## config.mk

```make
export PLATFORM = sky130hd
export DESIGN_NAME = sound_effect_player
export DESIGN_NICKNAME = d
export VERILOG_FILES = /design/src/rtl/sound_effect_player.sv
export SDC_FILE = /design/constraint.sdc
export NUM_CORES = 1
export LEC_CHECK = 0
export CAP_MARGIN = 40
export CORE_MARGIN = 2
export CORE_UTILIZATION = 25
export CTS_CLUSTER_SIZE = 14
export DETAILED_ROUTE_END_ITERATION = 16
export REMOVE_ABC_BUFFERS = 1
export SLEW_MARGIN = 20
export SYNTH_ARGS = -nofsm -noshare
export SYNTH_HDL_FRONTEND = slang
export SYNTH_SLANG_ARGS = --single-unit
```

## constraint.sdc

```tcl
create_clock -name clk -period 3 [get_ports clk]
set_input_delay 0.9 -clock clk [delete_from_list [all_inputs] [get_ports clk]]
set_output_delay 0.9 -clock clk [all_outputs]
set_load 0.01 [all_outputs]
```

## src/rtl/sound_effect_player.sv

```systemverilog
// Sound effect sequencer: a valid event strobe starts a 2-3 note melody of square
// waves on the buzzer pin, each note followed by a silent gap.
module sound_effect_player #(
   parameter int M        = 2,
   parameter int CNT_W    = 24,
   parameter int NOTE_LEN = 10_000_000,
   parameter int GAP_LEN  = 1_000_000,
   parameter int HP_C     = 191_110,
   parameter int HP_E     = 151_685,
   parameter int HP_G     = 127_551
) (
   input  logic         clk,
   input  logic         reset_global_n,
   input  logic [M-1:0] sound_event_code_in,
   input  logic         sound_trigger_in,
   input  logic         sound_enable_in,
   output logic         buzzer_out,
   output logic         busy_out,
   output logic         done_pulse_out
);

   typedef enum logic [1:0] {IDLE, TONE, GAP} state_t;

   localparam logic [CNT_W-1:0] CNT_ONE   = CNT_W'(1);
   localparam logic [CNT_W-1:0] NOTE_LAST = CNT_W'(NOTE_LEN - 1);
   localparam logic [CNT_W-1:0] GAP_LAST  = CNT_W'(GAP_LEN - 1);
   localparam logic [CNT_W-1:0] C_LAST    = CNT_W'(HP_C - 1);
   localparam logic [CNT_W-1:0] E_LAST    = CNT_W'(HP_E - 1);
   localparam logic [CNT_W-1:0] G_LAST    = CNT_W'(HP_G - 1);
   localparam logic [M-1:0]     CODE_NONE = '0;
   localparam logic [M-1:0]     CODE_EAT  = M'(1);
   localparam logic [M-1:0]     CODE_OVER = M'(2);

   state_t           state_q, state_d;
   logic [M-1:0]     code_q, code_d;
   logic [1:0]       note_idx_q, note_idx_d;
   logic [CNT_W-1:0] tone_cnt_q, tone_cnt_d;
   logic [CNT_W-1:0] len_cnt_q, len_cnt_d;
   logic             square_q, square_d;
   logic             buzzer_q, buzzer_d;
   logic             busy_q, busy_d;
   logic             done_q, done_d;

   logic [CNT_W-1:0] hp_last;
   logic [1:0]       last_idx;
   logic             valid_trig;

   // Melody ROM: terminal tone count of the current note.
   always_comb begin
      hp_last = C_LAST;
      if (code_q == CODE_EAT) begin
         hp_last = (note_idx_q == 2'd0) ? E_LAST : G_LAST;
      end else if (code_q == CODE_OVER) begin
         case (note_idx_q)
            2'd0:    hp_last = G_LAST;
            2'd1:    hp_last = E_LAST;
            default: hp_last = C_LAST;
         endcase
      end else begin
         case (note_idx_q)
            2'd0:    hp_last = C_LAST;
            2'd1:    hp_last = E_LAST;
            default: hp_last = G_LAST;
         endcase
      end
   end

   assign last_idx   = (code_q == CODE_EAT) ? 2'd1 : 2'd2;
   assign valid_trig = sound_trigger_in && (sound_event_code_in != CODE_NONE);

   always_comb begin
      state_d    = state_q;
      code_d     = code_q;
      note_idx_d = note_idx_q;
      tone_cnt_d = tone_cnt_q;
      len_cnt_d  = len_cnt_q;
      square_d   = square_q;
      busy_d     = busy_q;
      buzzer_d   = 1'b0;
      done_d     = 1'b0;

      case (state_q)
         TONE: begin
            len_cnt_d = len_cnt_q + CNT_ONE;
            if (tone_cnt_q == hp_last) begin
               tone_cnt_d = '0;
               square_d   = ~square_q;
            end else begin
               tone_cnt_d = tone_cnt_q + CNT_ONE;
            end
            buzzer_d = square_d & sound_enable_in;
            if (len_cnt_q == NOTE_LAST) begin
               state_d    = GAP;
               len_cnt_d  = '0;
               tone_cnt_d = '0;
               square_d   = 1'b0;
               buzzer_d   = 1'b0;
            end
         end
         GAP: begin
            if (len_cnt_q == GAP_LAST) begin
               len_cnt_d = '0;
               if (note_idx_q == last_idx) begin
                  state_d = IDLE;
                  busy_d  = 1'b0;
                  done_d  = 1'b1;
               end else begin
                  note_idx_d = note_idx_q + 2'd1;
                  tone_cnt_d = '0;
                  state_d    = TONE;
               end
            end else begin
               len_cnt_d = len_cnt_q + CNT_ONE;
            end
         end
         default: busy_d = 1'b0;
      endcase

      // A new event pre-empts whatever is playing, even on the completion edge.
      if (valid_trig) begin
         code_d     = sound_event_code_in;
         note_idx_d = 2'd0;
         tone_cnt_d = '0;
         len_cnt_d  = '0;
         square_d   = 1'b0;
         state_d    = TONE;
         busy_d     = 1'b1;
         buzzer_d   = 1'b0;
         done_d     = 1'b0;
      end
   end

   always_ff @(posedge clk or negedge reset_global_n) begin
      if (!reset_global_n) begin
         state_q    <= IDLE;
         code_q     <= '0;
         note_idx_q <= 2'd0;
         tone_cnt_q <= '0;
         len_cnt_q  <= '0;
         square_q   <= 1'b0;
         buzzer_q   <= 1'b0;
         busy_q     <= 1'b0;
         done_q     <= 1'b0;
      end else begin
         state_q    <= state_d;
         code_q     <= code_d;
         note_idx_q <= note_idx_d;
         tone_cnt_q <= tone_cnt_d;
         len_cnt_q  <= len_cnt_d;
         square_q   <= square_d;
         buzzer_q   <= buzzer_d;
         busy_q     <= busy_d;
         done_q     <= done_d;
      end
   end

   assign buzzer_out     = buzzer_q;
   assign busy_out       = busy_q;
   assign done_pulse_out = done_q;

endmodule

```

; ---- After elaboration in Yosys (flattened, before gate mapping)
; Index checks and enable logic that the tools add are counted.
[word_totals]
ff_bits = 58
inputBits = 6
out_inout_bits = 3
[classes]
bitwise = 2
reduce_logical = 11
n_eq_ne = 15
muxes = 41
n_addsub = 3
[op_table]
columns = operator, count
row1 = $mux W24, 10
row2 = $pmux W24 S2, 2
row3 = $pmux W18 S2, 2
row4 = $add A24 B1 Y24 const B, 2
row5 = $eq A24 B20 Y1 const B, 1
row6 = $eq A24 B24 Y1, 1
row7 = $eq A24 B24 Y1 const B, 1
row8 = $mux W18, 1
row9 = $mux W1, 16
row10 = $mux W2, 8
row11 = $ne A3 B3 Y1 const B, 4
row12 = $reduce_and A3 Y1, 4
row13 = $reduce_bool A2 Y1, 4
row14 = $eq A2 B1 Y1 const B, 3
row15 = $eq A2 B2 Y1 const B, 2
row16 = $ne A2 B2 Y1 const B, 2
row17 = $pmux W2 S2, 1
row18 = $reduce_bool A3 Y1, 1
row19 = $add A2 B1 Y2 const B, 1
row20 = $eq A2 B2 Y1, 1
row21 = $logic_not A2 Y1, 1
row22 = $pmux W1 S2, 1
row23 = $and A1 B1 Y1, 1
row24 = $logic_and A1 B1 Y1, 1
row25 = $not A1 Y1, 1

; ---- Depth between registers and ports, before layout
[logic_depth]
word_depth = 11
depth_mapped = 10

; ---- Worst setup path after synthesis
; Ideal clock, no wire load.
[synth_timing]
path_kind = register to register
from = register note_idx_q[0]
to = register tone_cnt_q[3]
arrival_time_ps = 2734
path_slack_ps = 138
path_buffers = 1
setup_ps = 128
period_less_slack_ps = 2862
path_stages_with_launch = 11
cell_sequence = dfrtp_1 -> inv_1 -> ha_1 -> or3_1 -> and3_1 -> or4_1 -> a221oi_2 -> o2111ai_2 -> buf_4 -> a22oi_2 -> o31ai_1
[synth_between]
elab_chain_len = 9
[synth_rtl]
columns = element, line
row1 = from (decl), 36  ; logic [1:0] note_idx_q, note_idx_d;
row2 = from (signal assigned), 147  ; note_idx_q <= note_idx_d;
row3 = $eq A2 B1 Y1 or $logic_not A2 Y1 (tied branches), "54, 60, 52"
row4 = $pmux W18 S2 (on tied branches), "60, 54"
row5 = $mux W24, 53  ; end else if (code_q == CODE_OVER) begin
row6 = $mux W24, 51  ; if (code_q == CODE_EAT) begin
row7 = $eq A24 B24 Y1, 85  ; if (tone_cnt_q == hp_last) begin
row8 = $mux W24, 85
row9 = $mux W24, 92  ; if (len_cnt_q == NOTE_LAST) begin
row10 = $pmux W24 S2, 82  ; case (state_q)
row11 = $mux W24, 120  ; if (valid_trig) begin
row12 = to (signal assigned), 148  ; tone_cnt_q <= tone_cnt_d;
row13 = to (decl), 37  ; logic [CNT_W-1:0] tone_cnt_q, tone_cnt_d;
; Parallel ways exist; a longest one is shown, timed or not.
; A chain may end at the register's enable or synchronous reset.

; ---- Worst setup path after layout
[layout_timing]
from = register note_idx_q[0]
to = register tone_cnt_q[16]
; Same word-level chain as after synthesis.

==> impl_metrics.toml <==
[yosys]
ys_seq_area_share_pct = 40.1
post_synth.cell_area_avg_um2 = 8.32
synth_top_family_by_area = "simple AND/OR/NAND/NOR gates"
synth_cell_type_count = 51
yosysMostFrequentCell = "sky130_fd_sc_hd__nand2_1"
yosys_register_bits = 58
async_flop_share_pct = 100
yosys-top-cells-area = "sky130_fd_sc_hd__dfrtp_1, sky130_fd_sc_hd__nand2_1, sky130_fd_sc_hd__nand3_1"
number_of_enable_flip_flop_cells_after_synthesis = 0
synth_xor_area_share_pct = 5.33
syn-instance-count = 435
area_share_of_and_or_nand_nor_cells_after_synthesis_pct = 37.2
postSynth.topFlopCell = "sky130_fd_sc_hd__dfrtp_1"
yosys.area_share.adder_pct = 2.07
syn_area_um2 = 3620
yosys-top-cells-count = "sky130_fd_sc_hd__nand2_1, sky130_fd_sc_hd__dfrtp_1, sky130_fd_sc_hd__nor2_1"
share_of_the_synthesized_area_in_the_top_cell_type_pct = 40.1
synthMuxAreaShare_pct = 0.553
post_synthesis_compound_gate_area_fraction_pct = 10.8
yosysTopAreaCell = "sky130_fd_sc_hd__dfrtp_1"
synth_warnings = 0

[sta]
min_period_ns = 2.89
timing.final.hold_violations = 0
setup_repair_after_global_routing_missed_its_margin = "yes"
finalSetupViolations = 0
timing_worst_slew_pin_value_ns = 0.726
timing.fmax_ghz = 0.346
timing.final.crit_share_pct = 96.3
finalMaxSlewViolations = 0
slew_headroom_pct = 51.3
hold-worst-slack_ns = 0.486
skew_ns = 0.00688

[routing]
routed_via_density = 5.25
via_count = 3319
detail_route.first_pass.iterations = 5
detail_route.iter0.violations = 218
detail-route-antenna-nets = 0
drc = 0
finalWirelength_um = 8800
drt-wirelength-per-cell_um = 13.9

[floorplanning]
num_rows = 43
io-pin-count = 9
fp.dieArea_um2 = 15500
starting_density_of_the_core_pct = 25.9
die-height_um = 124
chipWidth_um = 124
core_region_area_um2 = 14000

[cells_and_area]
insertedDiodeCount = 0
syn2layout_area_growth_pct = 17.7
final_nets = 459
finish.utilization_pct = 30.4
proportion_of_layout_cells_with_a_drive_suffix_above_1_pct = 9.73

[min_path]
min-delay-path-class = "reg2reg"
worst_hold_path.num_cells = 2

[global_route]
globalRouteOverflowTotal = 0
grt_pass1_vias = 3209
global_route_usage_sum_pct = 11.8
number_of_antenna_violations_at_the_first_check_in_global_routing = 0
grt_max_degree = 59
grt_pass1_wl_um = 15200

[place]
routabilityCongestion = 0.820
placement.io_buffers = 8
detailed_place_hpwl_um = 5960

[clock_tree]
numClockSinks = 58
tritoncts_clock_tree = "built"
cts_max_path_buffers = 2
cts_inserted_buffers = 9
cts_resized = 0
clk_transition_reported_paths_ns = 0.06
cts_root_buf = "sky130_fd_sc_hd__clkbuf_16"
cts.hold.buffers_added = 0
ctsHtreeMaxLevel = 3
cts_post_setup_buffers_inserted = 0
worst_skew_pair.late_latency_ns = 0.33

[critical_path]
crit_path_end_kind = "register"
timing_worst_setup_path_type = "reg2reg"
required_ns = 3.21
r2r_cells = 10
critPathMaxFanout = 8
cp.arrival_ns = 3.10
crit_end = "tone_cnt_q[16]"
worstSetupStartpoint = "note_idx_q[0]"
timing.rr.end = "tone_cnt_q[16]"
r2r_start = "note_idx_q[0]"
worst-r2r-setup-slack_ns = 0.11
worst_setup_path_start_kind = "register"

[power]
p_per_area_nw_per_um2 = 512
p_leak_nw = 1.74
vdd.ir_drop.worst_mv = 0.384

[outcome]
status = "completed"

[run]
maxCapViolations = 0
[power breakdown]
| group | switching [W] | internal, W | total, W |
|---|---|---|---|
| registers | 0.0000776 | 0.000828 | 0.000906 |
| logic | 0.000189 | 0.000120 | 0.000309 |
| clock network | 0.000384 | 0.000580 | 0.000964 |
| total | 0.000651 | 0.00153 | 0.00218 |
[routing by layer]
layer  track usage, %  routed length [um]  part of all wire (%)
met1             15.2                3960                    45
met2             18.9                4220                    48
met3             3.18                 453                   5.1
met4             4.23                 172                   2.0
met5                0                   0                     0
[cell usage in the layout (no fill, tap or decap), types with 7 or more instances in the layout]
cell,netlist,routed
sky130_fd_sc_hd__o311ai_1,11,11
sky130_fd_sc_hd__nand3_1,44,44
sky130_fd_sc_hd__dfrtp_1,58,58
sky130_fd_sc_hd__inv_1,9,8
sky130_fd_sc_hd__nor2_1,47,47
sky130_fd_sc_hd__a21oi_1,16,16
sky130_fd_sc_hd__clkbuf_16,0,9
sky130_fd_sc_hd__xor2_1,16,16
sky130_fd_sc_hd__nor3_1,15,15
sky130_fd_sc_hd__clkdlybuf4s50_1,0,7
sky130_fd_sc_hd__nand2_1,59,59
sky130_fd_sc_hd__and4_1,8,8
sky130_fd_sc_hd__nor2b_1,8,8
sky130_fd_sc_hd__and3_1,14,14
sky130_fd_sc_hd__buf_4,1,14
sky130_fd_sc_hd__o21ai_0,7,7
sky130_fd_sc_hd__nand4_1,25,25
[state kept, by name, summed over array words and instances (netlist names)]
| register | count |
|---|---|
| square_q | 1 |
| tone_cnt_q | 24 |
| buzzer_out | 1 |
| state_q | 2 |
| done_pulse_out | 1 |
| busy_out | 1 |
| len_cnt_q | 24 |
| code_q | 2 |
| note_idx_q | 2 |
[how the worst min path moves through the flow]
stage | startpoint | endpoint | slack (ns)
after global routing | busy_out | busy_out | 0.54
after floorplan | len_cnt_q[11] | len_cnt_q[11] | 0.48
after detailed placement | busy_out | busy_out | 0.47
after CTS | busy_out | busy_out | 0.49
after global placement | busy_out | busy_out | 0.47
final | busy_out | busy_out | 0.49
[stage by stage]
step                      power (W)  setup slack (ns)  setup TNS, ns  instance area [um2]  instances
after floorplan             0.00109            -0.193          -2.65                 3510        411
after global routing        0.00227           -0.0345         -0.117                 4260        632
final                       0.00218             0.111              0                 4260        632
after detailed placement    0.00122            0.0968              0                 3940        615
after global placement      0.00121             0.198              0                 3940        615
after CTS                   0.00219            0.0904              0                 4220        631
[worst max-delay path, stage by stage (launching register included)]
cell and delay (ns):
sky130_fd_sc_hd__dfrtp_1 0.37, sky130_fd_sc_hd__inv_1 0.07, sky130_fd_sc_hd__ha_1 0.21, sky130_fd_sc_hd__or3_4 0.37, sky130_fd_sc_hd__and3_1 0.18, sky130_fd_sc_hd__or4_1 0.54, sky130_fd_sc_hd__a221oi_2 0.34, sky130_fd_sc_hd__o2111ai_4 0.23
sky130_fd_sc_hd__buf_4 0.24, sky130_fd_sc_hd__a22oi_1 0.15, sky130_fd_sc_hd__o21ai_1 0.08
[cells by family after synthesis]
family	count (synthesis)
flops	58
xor+xnor	22
simple gates	258
buf+inv	33
fa+ha+maj	6
compound gates	56
mux	2
[layout make-up]
type | instances | area (um2)
well taps | 180 | 225
inverters | 9 | 33.8
clock inverters | 6 | 42.5
fillers | 1468 | 9730
repair buffers | 25 | 219
flip-flops and latches | 58 | 1450
clock buffers | 10 | 239
multi-input cells | 344 | 2050
Note: power is estimated with default switching activity, not from simulation.
